--- src/rtl/mux_scan_capture_pkg.sv ---
// Shared types and defaults for the 8:1 mux scan sequencer.
package mux_scan_capture_pkg;

  typedef enum logic [1:0] {
    IDLE = 2'd0,
    SCAN = 2'd1,
    HOLD = 2'd2
  } state_t;

  localparam int unsigned NUM_CH_DEF   = 8;
  localparam int unsigned SEL_W_DEF    = $clog2(NUM_CH_DEF);
  localparam int unsigned SETTLE_DEF   = 1;
  localparam int unsigned SCAN_LEN_DEF = NUM_CH_DEF * (SETTLE_DEF + 1);

  // Cycles from the start edge to the edge that raises word_valid.
  function automatic int unsigned scan_len(input int unsigned num_ch, input int unsigned settle);
    return num_ch * (settle + 1);
  endfunction

endpackage

--- src/rtl/mux_scan_capture_if.sv ---
// Mux select/sample lines plus the word handshake toward the consumer.
interface mux_scan_capture_if #(
  parameter int NUM_CH = 8,
  parameter int SEL_W  = $clog2(NUM_CH)
);
  logic              start;
  logic              continuous;
  logic [SEL_W-1:0]  sel;
  logic              mux_out;
  logic              busy;
  logic [NUM_CH-1:0] word;
  logic              word_valid;
  logic              word_ready;

  modport master (
    input  start, continuous, mux_out, word_ready,
    output sel, busy, word, word_valid
  );

  modport slave (
    output start, continuous, mux_out, word_ready,
    input  sel, busy, word, word_valid
  );
endinterface

--- src/rtl/mux_scan_capture_scan_settle_counter.sv ---
// Loadable down-counter holding each select value SETTLE extra cycles.
module scan_settle_counter #(
  parameter int SETTLE = 1
) (
  input  logic clk,
  input  logic rst,
  input  logic load,
  input  logic en,
  output logic zero
);
  localparam int CNT_W = (SETTLE > 0) ? $clog2(SETTLE + 1) : 1;
  localparam logic [CNT_W-1:0] RELOAD = CNT_W'(SETTLE);

  logic [CNT_W-1:0] cnt;

  assign zero = (cnt == '0);

  always_ff @(posedge clk) begin
    if (rst) begin
      cnt <= '0;
    end else if (load) begin
      cnt <= RELOAD;
    end else if (en && !zero) begin
      cnt <= cnt - CNT_W'(1);
    end
  end
endmodule

--- src/rtl/mux_scan_capture.sv ---
// Steps the mux select through all channels, samples each after settling,
// and offers the packed word over a valid/ready handshake.
module mux_scan_capture
  import mux_scan_capture_pkg::*;
#(
  parameter int NUM_CH = 8,
  parameter int SETTLE = 1
) (
  input  logic                clk,
  input  logic                rst,
  mux_scan_capture_if.master  bus
);
  localparam int SEL_W = $clog2(NUM_CH);
  localparam logic [SEL_W-1:0] LAST_SEL = SEL_W'(NUM_CH - 1);

  state_t            state_q, state_nxt;
  logic [SEL_W-1:0]  sel_q, sel_nxt;
  logic [NUM_CH-1:0] shadow_q, shadow_nxt;
  logic [NUM_CH-1:0] word_q, word_nxt;
  logic              valid_q, valid_nxt;
  logic              cnt_load, cnt_en, cnt_zero;

  scan_settle_counter #(.SETTLE(SETTLE)) u_settle (
    .clk  (clk),
    .rst  (rst),
    .load (cnt_load),
    .en   (cnt_en),
    .zero (cnt_zero)
  );

  always_ff @(posedge clk) begin
    if (rst) begin
      state_q  <= IDLE;
      sel_q    <= '0;
      shadow_q <= '0;
      word_q   <= '0;
      valid_q  <= 1'b0;
    end else begin
      state_q  <= state_nxt;
      sel_q    <= sel_nxt;
      shadow_q <= shadow_nxt;
      word_q   <= word_nxt;
      valid_q  <= valid_nxt;
    end
  end

  always_comb begin
    state_nxt  = state_q;
    sel_nxt    = sel_q;
    shadow_nxt = shadow_q;
    word_nxt   = word_q;
    valid_nxt  = valid_q;
    cnt_load   = 1'b0;
    cnt_en     = 1'b0;

    case (state_q)
      IDLE: begin
        if (bus.start) begin
          state_nxt  = SCAN;
          sel_nxt    = '0;
          shadow_nxt = '0;
          cnt_load   = 1'b1;
        end
      end

      SCAN: begin
        cnt_en = 1'b1;
        if (cnt_zero) begin
          shadow_nxt[sel_q] = bus.mux_out;
          if (sel_q != LAST_SEL) begin
            sel_nxt  = sel_q + SEL_W'(1);
            cnt_load = 1'b1;
          end else begin
            // The last bit goes straight into word, bypassing the shadow register.
            word_nxt  = shadow_nxt;
            valid_nxt = 1'b1;
            sel_nxt   = '0;
            state_nxt = HOLD;
          end
        end
      end

      HOLD: begin
        if (valid_q && bus.word_ready) begin
          valid_nxt = 1'b0;
          if (bus.continuous) begin
            state_nxt  = SCAN;
            sel_nxt    = '0;
            shadow_nxt = '0;
            cnt_load   = 1'b1;
          end else begin
            state_nxt = IDLE;
          end
        end
      end

      default: state_nxt = IDLE;
    endcase
  end

  assign bus.sel        = sel_q;
  assign bus.busy       = (state_q != IDLE);
  assign bus.word       = word_q;
  assign bus.word_valid = valid_q;
endmodule

--- src/flat_wrapper.sv ---
// flat-port wrapper written by rule: the top's interface ports become plain ports
module mux_scan_capture_flat import mux_scan_capture_pkg::*;
#(
  parameter int NUM_CH = 8,
  parameter int SETTLE = 1
)
  (clk, rst, bus_start, bus_continuous, bus_mux_out, bus_word_ready, bus_sel, bus_busy, bus_word, bus_word_valid);
  mux_scan_capture_if #(.NUM_CH(NUM_CH)) bus_i ();
  input  logic clk;
  input  logic rst;
  input wire logic [$bits(bus_i.start)-1:0] bus_start;
  input wire logic [$bits(bus_i.continuous)-1:0] bus_continuous;
  input wire logic [$bits(bus_i.mux_out)-1:0] bus_mux_out;
  input wire logic [$bits(bus_i.word_ready)-1:0] bus_word_ready;
  output wire logic [$bits(bus_i.sel)-1:0] bus_sel;
  output wire logic [$bits(bus_i.busy)-1:0] bus_busy;
  output wire logic [$bits(bus_i.word)-1:0] bus_word;
  output wire logic [$bits(bus_i.word_valid)-1:0] bus_word_valid;
  assign bus_i.start = bus_start;
  assign bus_i.continuous = bus_continuous;
  assign bus_i.mux_out = bus_mux_out;
  assign bus_i.word_ready = bus_word_ready;
  assign bus_sel = bus_i.sel;
  assign bus_busy = bus_i.busy;
  assign bus_word = bus_i.word;
  assign bus_word_valid = bus_i.word_valid;
  mux_scan_capture #(.NUM_CH(NUM_CH), .SETTLE(SETTLE)) u_core (.clk(clk), .rst(rst), .bus(bus_i));
endmodule
--- config.mk ---
export PLATFORM = sky130hd
export DESIGN_NAME = mux_scan_capture_flat
export DESIGN_NICKNAME = d
export VERILOG_FILES = /design/src/rtl/mux_scan_capture_pkg.sv /design/src/rtl/mux_scan_capture_if.sv /design/src/rtl/mux_scan_capture_scan_settle_counter.sv /design/src/rtl/mux_scan_capture.sv /design/src/flat_wrapper.sv
export SDC_FILE = /design/constraint.sdc
export NUM_CORES = 1
export LEC_CHECK = 0
export CAP_MARGIN = 10
export CORE_MARGIN = 1
export CORE_UTILIZATION = 53
export CTS_CLUSTER_SIZE = 14
export DETAILED_ROUTE_END_ITERATION = 16
export PLACE_DENSITY = 0.85
export SYNTH_ARGS = -nofsm -noshare
export SYNTH_HDL_FRONTEND = slang
export SYNTH_HIERARCHICAL = 1
export SYNTH_SLANG_ARGS = --single-unit
--- constraint.sdc ---
create_clock -name clk -period 2.6 [get_ports clk]
set_input_delay 0.52 -clock clk [delete_from_list [all_inputs] [get_ports clk]]
set_output_delay 0.52 -clock clk [all_outputs]
set_load 0.05 [all_outputs]
# Yosys cells after proc, flatten, opt, wreduce, memory -nomap -nowiden
# Cells that the tools add are included.
# W data, S select, Z words.
[classes]
addsub = 2
n_mul = 0
div_mod_pow = 0
magnitude_cmp = 2
eq_ne = 8
shift = 0
muxes = 33
n_bitwise = 2
reduce_logical = 12
[ops]
columns = ["cell", "count"]
rows = [
  ["$mux W8", 4],
  ["$pmux W8 S3", 1],
  ["$mux W3", 5],
  ["$mux W1", 13],
  ["$pmux W3 S3", 1],
  ["$bwmux W8", 1],
  ["$mux W2", 4],
  ["$ne A2 B2 Y1 const B", 4],
  ["$reduce_and A4 Y1", 2],
  ["$pmux W2 S3", 1],
  ["$reduce_bool A2 Y1", 3],
  ["$reduce_and A5 Y1", 1],
  ["$lt A3 B4 Y1 const B", 1],
  ["$add A3 B1 Y3 const B", 1],
  ["$demux W1 S3", 1],
  ["$ge A3 B1 Y1 const B", 1],
  ["$logic_and A1 B1 Y1", 3],
  ["$ne A3 B3 Y1 const B", 1],
  ["$pmux W1 S3", 1],
  ["$reduce_and A3 Y1", 1],
  ["$reduce_bool A3 Y1", 1],
  ["$eq A2 B1 Y1 const B", 1],
  ["$eq A2 B2 Y1 const B", 1],
  ["$logic_not A2 Y1", 1],
  ["4 further kinds", 5],
]
[totals]
ff_bits = 23
latch_bits = 0
mem_bits_rw = 0
rom_bits = 0
inputBits = 6
output_inout_bits = 13
elab_cells = 65
memories = 0

# Longest topological paths before layout
[depth]
depth_word = 7
mapped_depth = 7
depth_no_buf = 7

# By module
# Netlist, hierarchy kept.
[by_module_without_submodules]
columns = ["mod", "instances", "cells_each", "area_each_um2", "seq_area_each_um2"]
rows = [
  ["mux_scan_capture", 1, 115, 1044.8, 440.4],
  ["scan_settle_counter", 1, 5, 42.5, 20.0],
]

# Least setup slack after synthesis
# Ideal clock, no wire load.
[synth_path]
path_type = "register -> register"
start = "reg u_core.sel_q[1], in the netlist u_core/bus.sel[1]"
end = "reg u_core.word_q[4], in the netlist u_core/bus.word[4]"
setup_time_ns = 0.086
arrival_ns = 1.694
required_ns = 2.514
path_slack_ns = 0.820
path_stages_with_launch = 8
path_buffers = 1
period_less_slack_ns = 1.780
path_cell_list = "dfxtp_1 -> ha_1 -> ha_1 -> nand2_1 -> nor2_4 -> buf_6 -> nor2_1 -> a211oi_1"
[synth_between]
elab_chain_len = 5
word_cells_on_any_way = 9
classes_between = "order compare (2); eq/ne (1); mux (3); bitwise (1); reduce/logical (2)"
[synth_lines]
columns = ["element", "line", "rtl"]
rows = [
  ["from (decl)", "mux_scan_capture.sv:17", "logic [SEL_W-1:0] sel_q, sel_nxt;"],
  ["from (signal assigned)", "mux_scan_capture.sv:40", "sel_q <= sel_nxt;"],
  ["$lt A3 B4 Y1 (not written as such) or $ge A3 B1 Y1 (tied branches)", "mux_scan_capture.sv:69", "shadow_nxt[sel_q] = bus.mux_out;"],
  ["$logic_and A1 B1 Y1 (not written as such)", "mux_scan_capture.sv:69", ""],
  ["$mux W1 (not written as such)", "mux_scan_capture.sv:69", ""],
  ["$demux W1 S3", "--", ""],
  ["$bwmux W8", "mux_scan_capture.sv:69", ""],
  ["to (signal assigned)", "mux_scan_capture.sv:42", "word_q <= word_nxt;"],
  ["to (decl)", "mux_scan_capture.sv:19", "logic [NUM_CH-1:0] word_q, word_nxt;"],
]
# Several ways; a longest one is shown, not always the timed one.
# A chain may end at the register's enable or synchronous reset.

# Worst setup path after layout
[layout_path]
start = "reg u_core.state_q[1]"
end = "out bus_busy"
[layout_between]
elab_chain_len = 1
[layout_lines]
columns = ["element", "line", "rtl"]
rows = [
  ["from (decl)", "mux_scan_capture.sv:16", "state_t state_q, state_nxt;"],
  ["from (signal assigned)", "mux_scan_capture.sv:39", "state_q <= state_nxt;"],
  ["$reduce_bool A2 Y1", "mux_scan_capture.sv:102", "assign bus.busy = (state_q != IDLE);"],
  ["to (decl)", "flat_wrapper.sv:16", "output wire logic [$bits(bus_i.busy)-1:0] bus_busy;"],
]
# Every way passes these cells.

==> summary.txt <==
Run status
  – Status: complete, but fails checks
  – Failing checks: DRC

Pwr
  – Psw: 0.000146 W
  – Comb pwr share: 11.4%
  – Leak: 0.469 nW
  – Clk pwr share: 26.9%
  – Worst VDD drop: approximately 300 uV
  – PwrDens: 458 nW/um2
  – Net Sw Frac: approximately a quarter
  – Post-layout power: ~0.00059 W
  – Int Pwr: 0.000444 W
  – Sequential share of power: 61.8%

STA
  – Pins Over Slew Limit: 0
  – Clock skew: roughly 0.011 ns
  – Worst Max-Slew Pin Slew: 0.501 ns
  – Tcrit/Tclk final: roughly 87%
  – Final Hold Violating Endpoints: 0
  – RSZ-0062 raised after global routing: false
  – Minimum clock period: 2.27 ns
  – Achievable frequency: around 0.44 GHz
  – Setup violations, final: 0
  – Slew HR: 66.5%
  – Final TNS setup: 0 ns

Routing
  – WL per Instance: approximately 13 um
  – Starting DRT DRC Count: 8
  – Drt pass-1 iters: 10
  – Routed vias: 874
  – Final ANT Viol Nets: 0
  – Final wirelength: 2130 um
  – DR vias/cell: roughly 5.4
  – Residual DRC: 1

GRT
  – Number of global-route vias before repair: 746
  – Total grt overflow: 0
  – Initial antenna violation count: 0
  – Largest net degree at the start of global routing: 18
  – First-pass GRT wire length: 3150 um
  – Total GRT Usage: 19.8%

Finish
  – Most frequent cells in the layout: dfxtp_1 (23), clkdlybuf4s50_1 (18), nor2_1 (16)
  – Leading cell type in the layout, fill and taps excluded: dfxtp_1
  – Area growth, synth to finish: 18.4%
  – Design Area, Final: 1290 um2
  – Layout cells sized above 1: around 7.4%
  – Nets@finish: 144
  – Antenna cells: 0

Place
  – DP Area: roughly 1300 um2
  – Post-DP HPWL: about 1600 um
  – I/O Buffers: 18
  – GP Congestion: 0.755

Floorplan
  – IO Count: 19
  – Die span in y: between 40 and 50 um
  – Initial core utilization: 56.0%
  – Die ar.: ~2200 um2
  – Die width: roughly 47 um
  – Core footprint: approximately 1900 um2
  – Site Rows: 16

Yosys
  – Post-synthesis mux area share: 8.29%
  – Main area contributors after synthesis: dfxtp_1 (42%), mux2i_1 (8.3%), o2bb2ai_1 (7.2%)
  – Biggest area consumer among synthesized cells: dfxtp_1
  – Synth Area in Compound Gates: ~20%
  – Synthesized area: 1090 um2
  – Synth cell types: 31
  – Post-synthesis sequential area ratio: 42.3%
  – Area fraction of the dominant cell type after synthesis: 42.3%
  – Mapped Cells: 120
  – Yosys warning count: 6
  – #FFs+latches synth: 23
  – Mean area per synthesized cell: just over 9 um2
  – Syn Nets: 128
  – Largest family of logic cells by synthesized area: simple AND/OR/NAND/NOR gates
  – Adder-cell share of the synthesized area: about 2.3%
  – Synth Area in Simple Gates: 20.6%
  – Synth Area in XOR/XNOR: 0%

CTS
  – Clk slew on worst S/H paths: 0.11 ns
  – Clk Tree Root Cell: clkbuf_4
  – Cts hold-fix bufs: 0
  – Clock sink count: 23
  – Setup bufs post-CTS: 0
  – TritonCTS clock tree: built
  – Post-cts resize count: 0
  – Worst-skew pair later-pin latency: 0.30 ns
  – Htree depth: 1
  – TritonCTS Buffers: 3
  – Max clock buf depth: 2

Critical path
  – CP arrival: 1.75 ns
  – Critical path class: flip-flop to output pin
  – CP Launch Type: flip-flop
  – Worst Path Required: 2.08 ns
  – Worst path cell trace: or2_2, clkdlybuf4s50_1
  – Slowest stage delay, CP: 0.79 ns
  – Crit end category: output pin
  – Slowest cell on crit path: clkdlybuf4s50_1
  – CP max FO: 10

Job
  – Max-Cap Viols: 0

Min path
  – Hold crit path type: flip-flop to flip-flop
[synth_stat cells]
cell type  number
clkbuf_1        3
clkbuf_2        1
a21oi_4         1
a21oi_1         4
nor2b_1         2
nor3_1          3
o21ai_0         3
dfxtp_1        23
buf_1           1
mux2i_1         9
o2bb2ai_1       9
ha_1            2
o21ai_1         1
nor2_4          1
nor3b_1         1
or2_2           1
nand3_1         2
inv_1           5
a211o_1         1
and3_4          1
buf_6           2
nand2_1         9
nand3b_1        1
or3_4           1
o41ai_1         1
a21oi_2         1
buf_2           1
or3_1           1
a211oi_1        8
nor2_1         16
nand2b_1        5
[metrics by stage]
step	hold slack (ns)	setup slack [ns]	util [%]	cells
3_3_place_gp	0.444	0.610	64.9	158
4_1_cts	0.480	0.295	66.3	162
6_report	0.478	0.330	66.3	162
2_1_floorplan	0.432	0.820	-	120
5_1_grt	0.491	0.229	66.3	162
3_5_place_dp	0.448	0.538	64.9	158
[layout make-up]
| class | instances | area [um2] |
|---|---|---|
| Multi-Input combinational cell | 84 | 561 |
| Fill cell | 173 | 654 |
| Inverter | 5 | 18.8 |
| Tap cell | 27 | 33.8 |
| Clock buffer | 4 | 26.3 |
| Sequential cell | 23 | 460 |
| Timing Repair Buffer | 19 | 188 |
[layer usage]
layer | up-vias | GRT usage [%] | share of wire (%)
met1 | 403 | 24.7 | 45
met2 | 14 | 34.8 | 52
met4 | 0 | 6.86 | 0.42
li1 | 455 | - | -
met5 | - | 0 | 0
met3 | 2 | 2.31 | 3.2
[final timing paths]
path | cells after the start | startpoint | slack (ns) | end
setup reg to reg | 6 | u_core/bus.sel[0]$_SDFFE_PP0P_ | 0.75 | u_core/bus.word[5]$_SDFFE_PP0P_
setup / recovery | 2 | u_core/state_q[1]$_SDFFE_PP0P_ | 0.33 | bus_busy
hold / removal | 1 | u_core/shadow_q[4]$_SDFFE_PP0P_ | 0.48 | u_core/shadow_q[4]$_SDFFE_PP0P_
hold reg to reg | 1 | u_core/shadow_q[4]$_SDFFE_PP0P_ | 0.48 | u_core/shadow_q[4]$_SDFFE_PP0P_
[critical path, delay by kind of cell (launching register included)]
kind                   cells  cell delay, ns
buffers and inverters      1            0.79
flip-flops                 1            0.50
AND/OR/NAND/NOR            1            0.17
[cells by family (layout without fill, tap and decap cells)]
family	count (synthesis)	after routing
flip-flops	23	23
AO/OA/AOI/OAI	29	29
buffers and inverters	13	28
multiplexers	9	9
adder cells (fa/ha/maj)	2	2
AND/OR/NAND/NOR	44	44
[flip-flops by register name, summed over array words and instances (netlist names)]
signal	cells
u_core/shadow_q	8
u_core/bus.word	8
u_core/bus.sel	3
u_core/bus.word_valid	1
u_core/state_q	2
u_core/u_settle/cnt	1
[power groups by stage]
stage	sequential [W]	clock, W	combinational (W)
finish	0.000364	0.000158	0.0000671
global route	0.000366	0.000184	0.0000726
CTS	0.000365	0.000167	0.0000673
detailed placement	0.000373	0	0.0000669
global placement	0.000372	0	0.0000651
floorplan	0.000372	0	0.0000472
Note: power is estimated with default switching activity, not from simulation.
